[src/rtl/st7789_spi_rx_if.sv]
// st7789_spi_rx_if
//   Bundles the ST7789 serial pins and the decoded panel-side outputs of
//   st7789_spi_rx into one interface.
//   Signals:
//     st7789_SCL/SDA/DC : serial link from the transmitter (SCL idles high)
//     w_we              : pixel write strobe, one cycle per pixel
//     w_waddr           : write address {y, x}
//     w_wdata           : RGB565 pixel
//     w_frame_done      : pulses with the write at (XE, YE)
//     w_disp_on/w_inv_on: display-on / inversion status
//     w_madctl/w_colmod : last MADCTL / COLMOD parameter
//   Modports:
//     master : the transmitter side (drives the pins, observes outputs)
//     slave  : the receiver side (st7789_spi_rx)
interface st7789_spi_rx_if;
  logic        st7789_SCL;
  logic        st7789_SDA;
  logic        st7789_DC;
  logic        w_we;
  logic [15:0] w_waddr;
  logic [15:0] w_wdata;
  logic        w_frame_done;
  logic        w_disp_on;
  logic        w_inv_on;
  logic [7:0]  w_madctl;
  logic [7:0]  w_colmod;

  modport master (
    output st7789_SCL, st7789_SDA, st7789_DC,
    input  w_we, w_waddr, w_wdata, w_frame_done,
    input  w_disp_on, w_inv_on, w_madctl, w_colmod
  );

  modport slave (
    input  st7789_SCL, st7789_SDA, st7789_DC,
    output w_we, w_waddr, w_wdata, w_frame_done,
    output w_disp_on, w_inv_on, w_madctl, w_colmod
  );
endinterface

[src/rtl/st7789_spi_rx.sv]
// st7789_spi_rx
//   Panel-side model of the ST7789 write-only 3-wire link. Recovers 9-bit
//   transfers (DC + 8 data bits, MSB first, sampled on SCL falling edges),
//   decodes the command set used by the display driver and emits RGB565
//   pixel writes into a 256x256 frame memory addressed as {y, x}.
//   Parameters:
//     SYNC_STAGES : flops on SCL/SDA/DC before edge detection (0..3)
//     IDLE_CYC    : cycles without a falling edge before a partial byte is dropped
//   Ports:
//     w_clk   : single clock, all logic in this domain
//     w_rst_n : asynchronous active-low reset
//     bus     : st7789_spi_rx_if.slave (serial pins in, decoded outputs out)
module st7789_spi_rx #(
  parameter int SYNC_STAGES = 0,
  parameter int IDLE_CYC    = 64
) (
  input  logic              w_clk,
  input  logic              w_rst_n,
  st7789_spi_rx_if.slave    bus
);

  localparam int              IW        = (IDLE_CYC > 1) ? $clog2(IDLE_CYC) : 1;
  localparam logic [IW-1:0]   IDLE_LAST = IW'(IDLE_CYC - 1);

  typedef enum logic [1:0] {ST_IDLE, ST_PARAM, ST_RAMWR} state_t;
  typedef enum logic [1:0] {TG_CASET, TG_RASET, TG_MADCTL, TG_COLMOD} tgt_t;

  // Whole decoder state including registered outputs; a single reset
  // constant serves both the pin reset and SWRESET.
  typedef struct packed {
    state_t      state;
    tgt_t        tgt;
    logic [1:0]  pidx;
    logic        phase;       // 1 = high byte of the current pixel held
    logic [7:0]  hi;
    logic [7:0]  x;
    logic [7:0]  y;
    logic [7:0]  xs;
    logic [7:0]  xe;
    logic [7:0]  ys;
    logic [7:0]  ye;
    logic        we;
    logic [15:0] waddr;
    logic [15:0] wdata;
    logic        frame_done;
    logic        disp_on;
    logic        inv_on;
    logic [7:0]  madctl;
    logic [7:0]  colmod;
  } dec_t;

  localparam dec_t DEC_RST = '{
    state: ST_IDLE, tgt: TG_CASET, pidx: 2'd0, phase: 1'b0, hi: 8'd0,
    x: 8'd0, y: 8'd0, xs: 8'd0, xe: 8'd239, ys: 8'd0, ye: 8'd239,
    we: 1'b0, waddr: 16'd0, wdata: 16'd0, frame_done: 1'b0,
    disp_on: 1'b0, inv_on: 1'b0, madctl: 8'd0, colmod: 8'd0
  };

  // ---------------------------------------------------------------------
  // Input path: optional synchroniser chain, stage 0 is the raw pins.
  // Bit order within each stage is {SCL, SDA, DC}.
  // ---------------------------------------------------------------------
  logic [2:0] pipe_s [0:SYNC_STAGES];
  assign pipe_s[0] = {bus.st7789_SCL, bus.st7789_SDA, bus.st7789_DC};

  for (genvar g = 1; g <= SYNC_STAGES; g++) begin : g_sync
    logic [2:0] stg_r;
    // Synchroniser stage; resets to the idle-high line state.
    always_ff @(posedge w_clk or negedge w_rst_n) begin
      if (!w_rst_n) begin
        stg_r <= 3'b111;
      end else begin
        stg_r <= pipe_s[g-1];
      end
    end
    assign pipe_s[g] = stg_r;
  end

  logic scl_s;
  logic sda_s;
  logic dc_s;
  assign scl_s = pipe_s[SYNC_STAGES][2];
  assign sda_s = pipe_s[SYNC_STAGES][1];
  assign dc_s  = pipe_s[SYNC_STAGES][0];

  logic          scl_prev_r;
  logic [2:0]    bitcnt_r;
  logic [6:0]    sh_r;
  logic [IW-1:0] idle_cnt_r;

  logic       fall_s;
  logic       byte_vld_s;
  logic [7:0] byte_s;
  logic       cmd_s;
  logic       swreset_s;

  assign fall_s     = scl_prev_r & ~scl_s;
  assign byte_vld_s = fall_s & (bitcnt_r == 3'd7);
  assign byte_s     = {sh_r, sda_s};
  assign cmd_s      = byte_vld_s & ~dc_s;
  assign swreset_s  = cmd_s & (byte_s == 8'h01);

  // Edge detector, bit shifter and idle resync counter.
  // A falling edge in the timeout cycle takes priority and starts a new count.
  always_ff @(posedge w_clk or negedge w_rst_n) begin
    if (!w_rst_n) begin
      scl_prev_r <= 1'b1;
      bitcnt_r   <= 3'd0;
      sh_r       <= 7'd0;
      idle_cnt_r <= '0;
    end else begin
      scl_prev_r <= scl_s;
      if (fall_s) begin
        idle_cnt_r <= '0;
        sh_r       <= {sh_r[5:0], sda_s};
        bitcnt_r   <= (bitcnt_r == 3'd7) ? 3'd0 : bitcnt_r + 3'd1;
      end else if (bitcnt_r != 3'd0) begin
        if (idle_cnt_r == IDLE_LAST) begin
          bitcnt_r   <= 3'd0;
          idle_cnt_r <= '0;
        end else begin
          idle_cnt_r <= idle_cnt_r + IW'(1);
        end
      end else begin
        idle_cnt_r <= '0;
      end
    end
  end

  dec_t d_r;

  // Command decoder FSM with registered outputs; acts in the cycle the
  // byte completes so all effects appear one cycle later.
  always_ff @(posedge w_clk or negedge w_rst_n) begin
    if (!w_rst_n) begin
      d_r <= DEC_RST;
    end else if (swreset_s) begin
      d_r <= DEC_RST;
    end else begin
      d_r.we         <= 1'b0;
      d_r.frame_done <= 1'b0;
      if (cmd_s) begin
        // Any command aborts whatever was in progress.
        d_r.pidx  <= 2'd0;
        d_r.phase <= 1'b0;
        d_r.state <= ST_IDLE;
        case (byte_s)
          8'h2A: begin d_r.state <= ST_PARAM; d_r.tgt <= TG_CASET;  end
          8'h2B: begin d_r.state <= ST_PARAM; d_r.tgt <= TG_RASET;  end
          8'h36: begin d_r.state <= ST_PARAM; d_r.tgt <= TG_MADCTL; end
          8'h3A: begin d_r.state <= ST_PARAM; d_r.tgt <= TG_COLMOD; end
          8'h2C: begin
            d_r.state <= ST_RAMWR;
            d_r.x     <= d_r.xs;
            d_r.y     <= d_r.ys;
          end
          8'h21:   d_r.inv_on  <= 1'b1;
          8'h20:   d_r.inv_on  <= 1'b0;
          8'h29:   d_r.disp_on <= 1'b1;
          8'h28:   d_r.disp_on <= 1'b0;
          default: d_r.state   <= ST_IDLE;
        endcase
      end else if (byte_vld_s) begin
        case (d_r.state)
          ST_PARAM: begin
            case (d_r.tgt)
              TG_CASET, TG_RASET: begin
                // Only the low bytes matter in a 256x256 memory.
                case (d_r.pidx)
                  2'd1: begin
                    if (d_r.tgt == TG_CASET) d_r.xs <= byte_s;
                    else                     d_r.ys <= byte_s;
                  end
                  2'd3: begin
                    if (d_r.tgt == TG_CASET) d_r.xe <= byte_s;
                    else                     d_r.ye <= byte_s;
                    d_r.state <= ST_IDLE;
                  end
                  default: ;
                endcase
                d_r.pidx <= d_r.pidx + 2'd1;
              end
              TG_MADCTL: begin
                d_r.madctl <= byte_s;
                d_r.state  <= ST_IDLE;
              end
              default: begin
                d_r.colmod <= byte_s;
                d_r.state  <= ST_IDLE;
              end
            endcase
          end
          ST_RAMWR: begin
            if (!d_r.phase) begin
              d_r.hi    <= byte_s;
              d_r.phase <= 1'b1;
            end else begin
              d_r.phase      <= 1'b0;
              d_r.we         <= 1'b1;
              d_r.waddr      <= {d_r.y, d_r.x};
              d_r.wdata      <= {d_r.hi, byte_s};
              d_r.frame_done <= (d_r.x == d_r.xe) && (d_r.y == d_r.ye);
              // Raster advance inside the window, 8-bit wrap outside it.
              if (d_r.x == d_r.xe) begin
                d_r.x <= d_r.xs;
                d_r.y <= (d_r.y == d_r.ye) ? d_r.ys : d_r.y + 8'd1;
              end else begin
                d_r.x <= d_r.x + 8'd1;
              end
            end
          end
          default: ;
        endcase
      end
    end
  end

  assign bus.w_we         = d_r.we;
  assign bus.w_waddr      = d_r.waddr;
  assign bus.w_wdata      = d_r.wdata;
  assign bus.w_frame_done = d_r.frame_done;
  assign bus.w_disp_on    = d_r.disp_on;
  assign bus.w_inv_on     = d_r.inv_on;
  assign bus.w_madctl     = d_r.madctl;
  assign bus.w_colmod     = d_r.colmod;

endmodule

[src/flat_wrapper.sv]
// flat-port wrapper written by rule: the top's interface ports become plain ports
module st7789_spi_rx_flat 
#(
  parameter int SYNC_STAGES = 0,
  parameter int IDLE_CYC    = 64
)
  (w_clk, w_rst_n, bus_st7789_SCL, bus_st7789_SDA, bus_st7789_DC, bus_w_we, bus_w_waddr, bus_w_wdata, bus_w_frame_done, bus_w_disp_on, bus_w_inv_on, bus_w_madctl, bus_w_colmod);
  st7789_spi_rx_if bus_i ();
  input  logic w_clk;
  input  logic w_rst_n;
  input wire logic [$bits(bus_i.st7789_SCL)-1:0] bus_st7789_SCL;
  input wire logic [$bits(bus_i.st7789_SDA)-1:0] bus_st7789_SDA;
  input wire logic [$bits(bus_i.st7789_DC)-1:0] bus_st7789_DC;
  output wire logic [$bits(bus_i.w_we)-1:0] bus_w_we;
  output wire logic [$bits(bus_i.w_waddr)-1:0] bus_w_waddr;
  output wire logic [$bits(bus_i.w_wdata)-1:0] bus_w_wdata;
  output wire logic [$bits(bus_i.w_frame_done)-1:0] bus_w_frame_done;
  output wire logic [$bits(bus_i.w_disp_on)-1:0] bus_w_disp_on;
  output wire logic [$bits(bus_i.w_inv_on)-1:0] bus_w_inv_on;
  output wire logic [$bits(bus_i.w_madctl)-1:0] bus_w_madctl;
  output wire logic [$bits(bus_i.w_colmod)-1:0] bus_w_colmod;
  assign bus_i.st7789_SCL = bus_st7789_SCL;
  assign bus_i.st7789_SDA = bus_st7789_SDA;
  assign bus_i.st7789_DC = bus_st7789_DC;
  assign bus_w_we = bus_i.w_we;
  assign bus_w_waddr = bus_i.w_waddr;
  assign bus_w_wdata = bus_i.w_wdata;
  assign bus_w_frame_done = bus_i.w_frame_done;
  assign bus_w_disp_on = bus_i.w_disp_on;
  assign bus_w_inv_on = bus_i.w_inv_on;
  assign bus_w_madctl = bus_i.w_madctl;
  assign bus_w_colmod = bus_i.w_colmod;
  st7789_spi_rx #(.SYNC_STAGES(SYNC_STAGES), .IDLE_CYC(IDLE_CYC)) u_core (.w_clk(w_clk), .w_rst_n(w_rst_n), .bus(bus_i));
endmodule
[config.mk]
export PLATFORM = sky130hd
export DESIGN_NAME = st7789_spi_rx_flat
export DESIGN_NICKNAME = d
export VERILOG_FILES = /design/src/rtl/st7789_spi_rx_if.sv /design/src/rtl/st7789_spi_rx.sv /design/src/flat_wrapper.sv
export SDC_FILE = /design/constraint.sdc
export NUM_CORES = 1
export LEC_CHECK = 0
export BUFFER_PORTS_ARGS = -buffer_cell sky130_fd_sc_hd__buf_2
export CORE_MARGIN = 4
export CORE_UTILIZATION = 30
export DETAILED_ROUTE_END_ITERATION = 8
export PLACE_DENSITY_LB_ADDON = 0.25
export SLEW_MARGIN = 10
export SYNTH_ARGS = -nofsm -noshare
export SYNTH_HDL_FRONTEND = slang
export SYNTH_SLANG_ARGS = --single-unit
[constraint.sdc]
create_clock -name w_clk -period 2 [get_ports w_clk]
set_input_delay 0.3 -clock w_clk [delete_from_list [all_inputs] [get_ports w_clk]]
set_output_delay 0.3 -clock w_clk [all_outputs]
set_load 0.005 [all_outputs]
==> results of run 1 <==
-- how the worst max path moves through the flow --
stage | to | slack (ns)
6_report | u_core.d_r[84] | -0.06
5_1_grt | u_core.d_r[84] | -0.15
4_1_cts | u_core.bus.w_colmod[6] | -0.07
3_5_place_dp | u_core.bus.w_madctl[2] | -0.14
3_3_place_gp | u_core.bus.w_madctl[2] | -0.07
2_1_floorplan | u_core.d_r[85] | -0.03
-- final cells by class --
cell class / count / area [sq um] / area share [%]
inverters: 13 / 56.3 / 0.685
clock inverters: 14 / 164 / 1.99
flip-flops and latches: 132 / 3320 / 40.4
repair buffers: 125 / 933 / 11.4
multi-input cells: 406 / 2960 / 36.0
well taps: 275 / 344 / 4.19
clock buffers: 18 / 439 / 5.34
-- per-layer routing --
metal	track usage [%]	up-vias	routed length (um)
met4	4.09	0	213
li1	-	2292	-
met2	22.7	104	8350
met5	0	-	0
met3	3.88	15	683
met1	19.1	2428	7800
-- registers in the layout, indices dropped and copies added, names as in the netlist --
| signal | cells |
|---|---|
| u_core.d_r | 63 |
| u_core.bus.w_waddr | 16 |
| u_core.bus.w_wdata | 16 |
| u_core.bus.w_colmod | 8 |
| u_core.bus.w_madctl | 8 |
| u_core.sh_r | 7 |
| u_core.idle_cnt_r | 6 |
| u_core.bitcnt_r | 3 |
| u_core.bus.w_disp_on | 1 |
| u_core.bus.w_frame_done | 1 |
| u_core.bus.w_inv_on | 1 |
| u_core.bus.w_we | 1 |
| u_core.scl_prev_r | 1 |
-- repair_timing --
item | CTS | global route
setup endpoints to repair | 73 | 91
setup buffers | 6 | 1
endpoints found under the hold margin | 29 | 0
hold buffers | 1 | 0
gates resized for setup | 27 | 56
cloned | 2 | 2
pin swaps | 13 | 10
-- stage by stage --
step | power, uW | setup slack [ns] | util, % | setup TNS [ns] | hold WS (ns)
finish | 7170 | -0.0622 | 38.7 | -1.29 | 0.0193
global route | 7510 | -0.152 | 38.7 | -5.52 | 0.00619
CTS | 7200 | -0.0684 | 37.6 | -0.912 | 0.00248
detailed placement | 3950 | -0.144 | 33.8 | -3.67 | 0.208
global placement | 3910 | -0.0748 | 33.8 | -0.939 | 0.199
floorplan | 3520 | -0.0279 | - | -0.0519 | 0.00441
-- worst reg2reg max path: cells and delay by family (launching register included) --
kind                   cells  cell delay (ns)
flip-flops                 1             0.49
AO/OA/AOI/OAI              5             0.83
AND/OR/NAND/NOR            1             0.44
buffers and inverters      1             0.20
-- synth_stat cells, types with 5 or more instances --
cell and number:
nand2b_1 5, o21ai_0 29, inv_1 12, xnor2_1 12
a21oi_1 21, nand3_1 21, a21oi_2 5, and3_1 9
a22o_1 32, mux2_2 7, xor2_1 10, buf_4 48
o21ai_2 10, dfstp_2 15, buf_2 10, o21ai_1 10
clkbuf_1 12, nor2_1 38, dfrtp_1 117, nand2_1 97
buf_6 8, ha_1 8, mux2_1 7
-- power by group --
part | internal [uW] | switching (uW)
clock network | 1910 | 1280
registers | 2820 | 183
logic | 433 | 551
total | 5160 | 2010
-- logic make-up after synthesis --
family | synth area share [%]
simple gates | 15.9
compound gates | 16.7
flops | 50.7
buf+inv | 9.15
xor+xnor | 2.94
mux | 3.02
fa+ha+maj | 1.53
==> flow_summary.ini, run 1 <==
[clock_network]
cts_max_path_buffers = 2
numClockSinks = 132
htree_levels = 4
clkLatencyLatePin_ns = 0.42
path_clk_slew_ns = 0.06
cts_inserted_buffers = 17
tritoncts = done
cts-root-buf = clkbuf_16

[synth]
syn_area_sq_um = 6550
syn_nets = 639
async_flop_share_pct = 100
ys_seq_area_share_pct = 50.7
syn-instance-count = 626
synth_top_cell_area_share_pct = 44.7
yosys_warnings = 0
ys_ff_latch = 132
synth-main-ff-cell = dfrtp_1
yosysUniqueCellTypes = 69
synth_area_leader_cell = dfrtp_1
synth-edff-count = 0
synth_area_leaders = dfrtp_1 (45%), dfstp_2 (6.0%), nand2_1 (5.6%), buf_4 (5.5%), a22o_1 (4.3%)
avgSynthCellArea_sq_um = 10.5

[cells_and_area]
area_delta_synth_final_pct = 25.5
insertedDiodeCount = 0
layout.nets = 708
layout_commonest_cell = dfrtp_1
drive_gt1_share_pct = 37.6
fin_area_sq_um = 8220
fillers = 2069
layout_common_cells = dfrtp_1 (117), nand2_1 (96), buf_2 (55)
stdcell_count = 983

[grt]
grt_pass1_vias = 4885
antenna_found_initial = 0
grt_max_degree = 72
grt_pass1_wl_um = 27200
track_usage_pct = 14.2
grt_overflow = 0

[routing]
via_per_inst = 4.92
wl_um = 17100
drtAntennaViolNets = 0
routedWlPerCell_um = 17.3
drt-initial-drc-count = 214
first_pass_iters = 7
num_vias = 4839
drc = 0

[timing]
fin_crit_ns = 2.06
hold_viol_final = 0
finClkSkew_ns = 0.00768
drv_slew = 0
timing.final.crit_share_pct = 103
rsz0062_at_grt = true
setup_viol = 44
tightestPinTransition_ns = 0.437
max_freq_ghz = 0.485
fin_ws_ns = -0.0622
slew_headroom_pct = 70.6

[power_and_ir_drop]
power_density_nw_per_um2 = 872
vdd_drop_max_mv = 0.661
leakagePower_uw = 0.00388

[min_path]
min_path_cells = 1
min_to = u_core.scl_prev_r
holdCritPathClass = input pin to flop
holdCritStartpoint = bus_st7789_SCL

[die]
die_x_um = 156
die-area_sq_um = 24300
boundaryPins = 57
die_y_um = 156
rows = 53
core_region_area_sq_um = 21200
start_util_pct = 30.9

[worst_setup_path]
worst-r2r-setup-slack_ns = -0.06
r2r_cells = 7
r2r_start = u_core.sh_r[3]
worstSetupStartpoint = u_core.sh_r[3]
end_kind = flop
reg2reg_to = u_core.d_r[84]
crit_slowest_cell = dfrtp_1
worst_path_largest_cell_delay_ns = 0.49
crit_chain = nor4b_4 -> buf_4 -> a21boi_4 -> a21bo_4 -> a21oi_4 -> o21ai_1 -> a22o_1
path_buf_inv = 1
critPathKind = flop to flop
crit_cells = 7
critical_path.max_fanout = 7
crit_family = compound AO/OA/AOI/OAI gates
cp_data_arrival_time_ns = 2.37
cp-start-kind = flop
worstPathRequired_ns = 2.31

[status]
status = finished with violations
violations = setup timing

[place]
dp_hpwl_um = 11700
dpl_cell_area_sq_um = 7170
dp_cells = 939
gp_congestion = 0.793
port-buffer-count = 56

[flow_run]
maxCapViolCount = 0
(Power assumes the default switching activity.)
==> inputs of run 2 (changes only) <==
Settings changed: PLACE_DENSITY set to 0.54, PLACE_DENSITY_LB_ADDON 0.25 to unset.
==> flow_summary.ini, run 2 (same netlist as run 1, synthesis figures left out) <==
[status]
status = finished with violations
violations = setup timing

[routing]
first_pass_iters = 4
drtAntennaViolNets = 0
wl_um = 16900
drt-initial-drc-count = 288
via_per_inst = 4.89
routedWlPerCell_um = 17.0
drc = 0
num_vias = 4838

[timing]
slew_headroom_pct = 63.9
finClkSkew_ns = 0.0102
tightestPinTransition_ns = 0.541
setup_viol = 47
fin_ws_ns = -0.0756
fin_crit_ns = 2.08
drv_slew = 0
rsz0062_at_grt = true
hold_viol_final = 0
max_freq_ghz = 0.482
timing.final.crit_share_pct = 104

[worst_setup_path]
critical_path.max_fanout = 7
crit_slowest_cell = dfrtp_1
cp_data_arrival_time_ns = 2.38
cp-start-kind = flop
crit_chain = ha_2 -> ha_4 -> and4bb_2 -> a21boi_4 -> a21bo_4 -> a21oi_4 -> o21ai_1 -> a22o_1
worst_path_largest_cell_delay_ns = 0.38
critPathKind = flop to flop
end_kind = flop
worstPathRequired_ns = 2.30

[grt]
grt_most_used_layer = met2
grt_overflow = 0
track_usage_pct = 14.1
grt_util_met2_pct = 22.7
grt_pass1_vias = 4937
grt_max_degree = 99
grt_pass1_wl_um = 26900
antenna_found_initial = 0
use_met1_pct = 18.8
use_met3_pct = 3.44

[place]
gp_congestion = 0.782
dp_hpwl_um = 11500
port-buffer-count = 56
dp_slack_ns = -0.114
dpl_cell_area_sq_um = 7190

[power_and_ir_drop]
power_density_nw_per_um2 = 875
p_total_uw = 7170
leakagePower_uw = 0.00389
vdd_drop_max_mv = 0.490

[clock_network]
cts_max_path_buffers = 2
tritoncts = done
path_clk_slew_ns = 0.06
cts_inserted_buffers = 17
clkLatencyLatePin_ns = 0.42
cts-root-buf = clkbuf_16
numClockSinks = 132
htree_levels = 4

[cells_and_area]
layout.nets = 716
layout_commonest_cell = dfrtp_1
fin_area_sq_um = 8200
drive_gt1_share_pct = 36.1
layout_common_cells = dfrtp_1 (116), nand2_1 (90), buf_4 (62)
insertedDiodeCount = 0
fin_util_pct = 38.6
fillers = 2100
regMostFlops = u_core.d_r
largest_register_ffs = 63
area_delta_synth_final_pct = 25.2

[die]
start_util_pct = 30.9
rows = 53
die_y_um = 156
boundaryPins = 57
die_x_um = 156
core_region_area_sq_um = 21200
die-area_sq_um = 24300

[min_path]
holdCritPathClass = input pin to flop

[flow_run]
maxCapViolCount = 0
run 2: cell count changes in the layout (fill, tap and decap cells not counted), moves of 4 or more:
cell,before,now
a21oi_1,8,18
a21oi_2,15,5
buf_4,52,62
nand2_1,96,90
nand2_2,3,9
nor2_1,31,38
nor2_4,6,2
o21ai_1,16,21
run 2: what timing repair did:
action | in CTS | in global routing
pin swaps | 7 | 15
hold buffers | 1 | 0
endpoints found under the hold margin | 61 | 0
setup buffers | 5 | 8
endpoints found under the setup margin | 67 | 90
resized for setup | 24 | 45
gates cloned | 4 | 1
run 2: cell type report:
type	count	area, sq um	area share (%)
Inverter	13	61.3	0.748
Tap cell	275	344	4.20
Clock buffer	20	457	5.57
Timing Repair Buffer	131	950	11.6
Clock inverter	11	151	1.85
Sequential cell	132	3320	40.5
Timing Repair inverter	1	8.76	0.107
Multi-Input combinational cell	407	2910	35.4
run 2: critical path: cells and delay by family (launching register included):
kind / cells / cell delay [ns]
AO/OA/AOI/OAI: 5 / 0.96
flip-flops: 1 / 0.38
adder cells (fa/ha/maj): 2 / 0.36
AND/OR/NAND/NOR: 1 / 0.25
run 2: final timing paths:
kind                                          from              endpoint  slack [ns]  depth (start not counted)
worst max-delay path            u_core.bitcnt_r[1]        u_core.d_r[84]       -0.08                          8
worst min-delay path                bus_st7789_SCL     u_core.scl_prev_r        0.02                          1
worst max register to register  u_core.bitcnt_r[1]        u_core.d_r[84]       -0.08                          8
worst min register to register      u_core.d_r[57]        u_core.d_r[57]        0.47                          2
max in group asynchronous                  w_rst_n        u_core.d_r[70]        1.09                          3
min in group asynchronous                  w_rst_n  u_core.idle_cnt_r[3]        0.49                          3
run 2: stage by stage:
| step | instances | hold WS, ns | TNS, ns |
|---|---|---|---|
| 5_1_grt | 990 | 0.00447 | -6.47 |
| 4_1_cts | 981 | 0.00334 | -0.414 |
| 3_5_place_dp | 941 | 0.398 | -4.76 |
| 3_3_place_gp | 941 | 0.389 | -2.19 |
| 2_1_floorplan | 626 | 0.00441 | -0.0519 |
| 6_report | 990 | 0.0193 | -1.58 |
run 2: where the power goes:
part / switching [uW] / internal [uW]
sequential: 177 / 2820
clock: 1180 / 2030
combinational: 525 / 439
total: 1880 / 5290
run 2: routing by layer:
metal  share of wire (%)  vias to the layer above
met1                  46                     2414
met3                 3.6                       21
met4                 1.9                        0
li1                    -                     2313
met2                  48                       90
met5                   0                        -
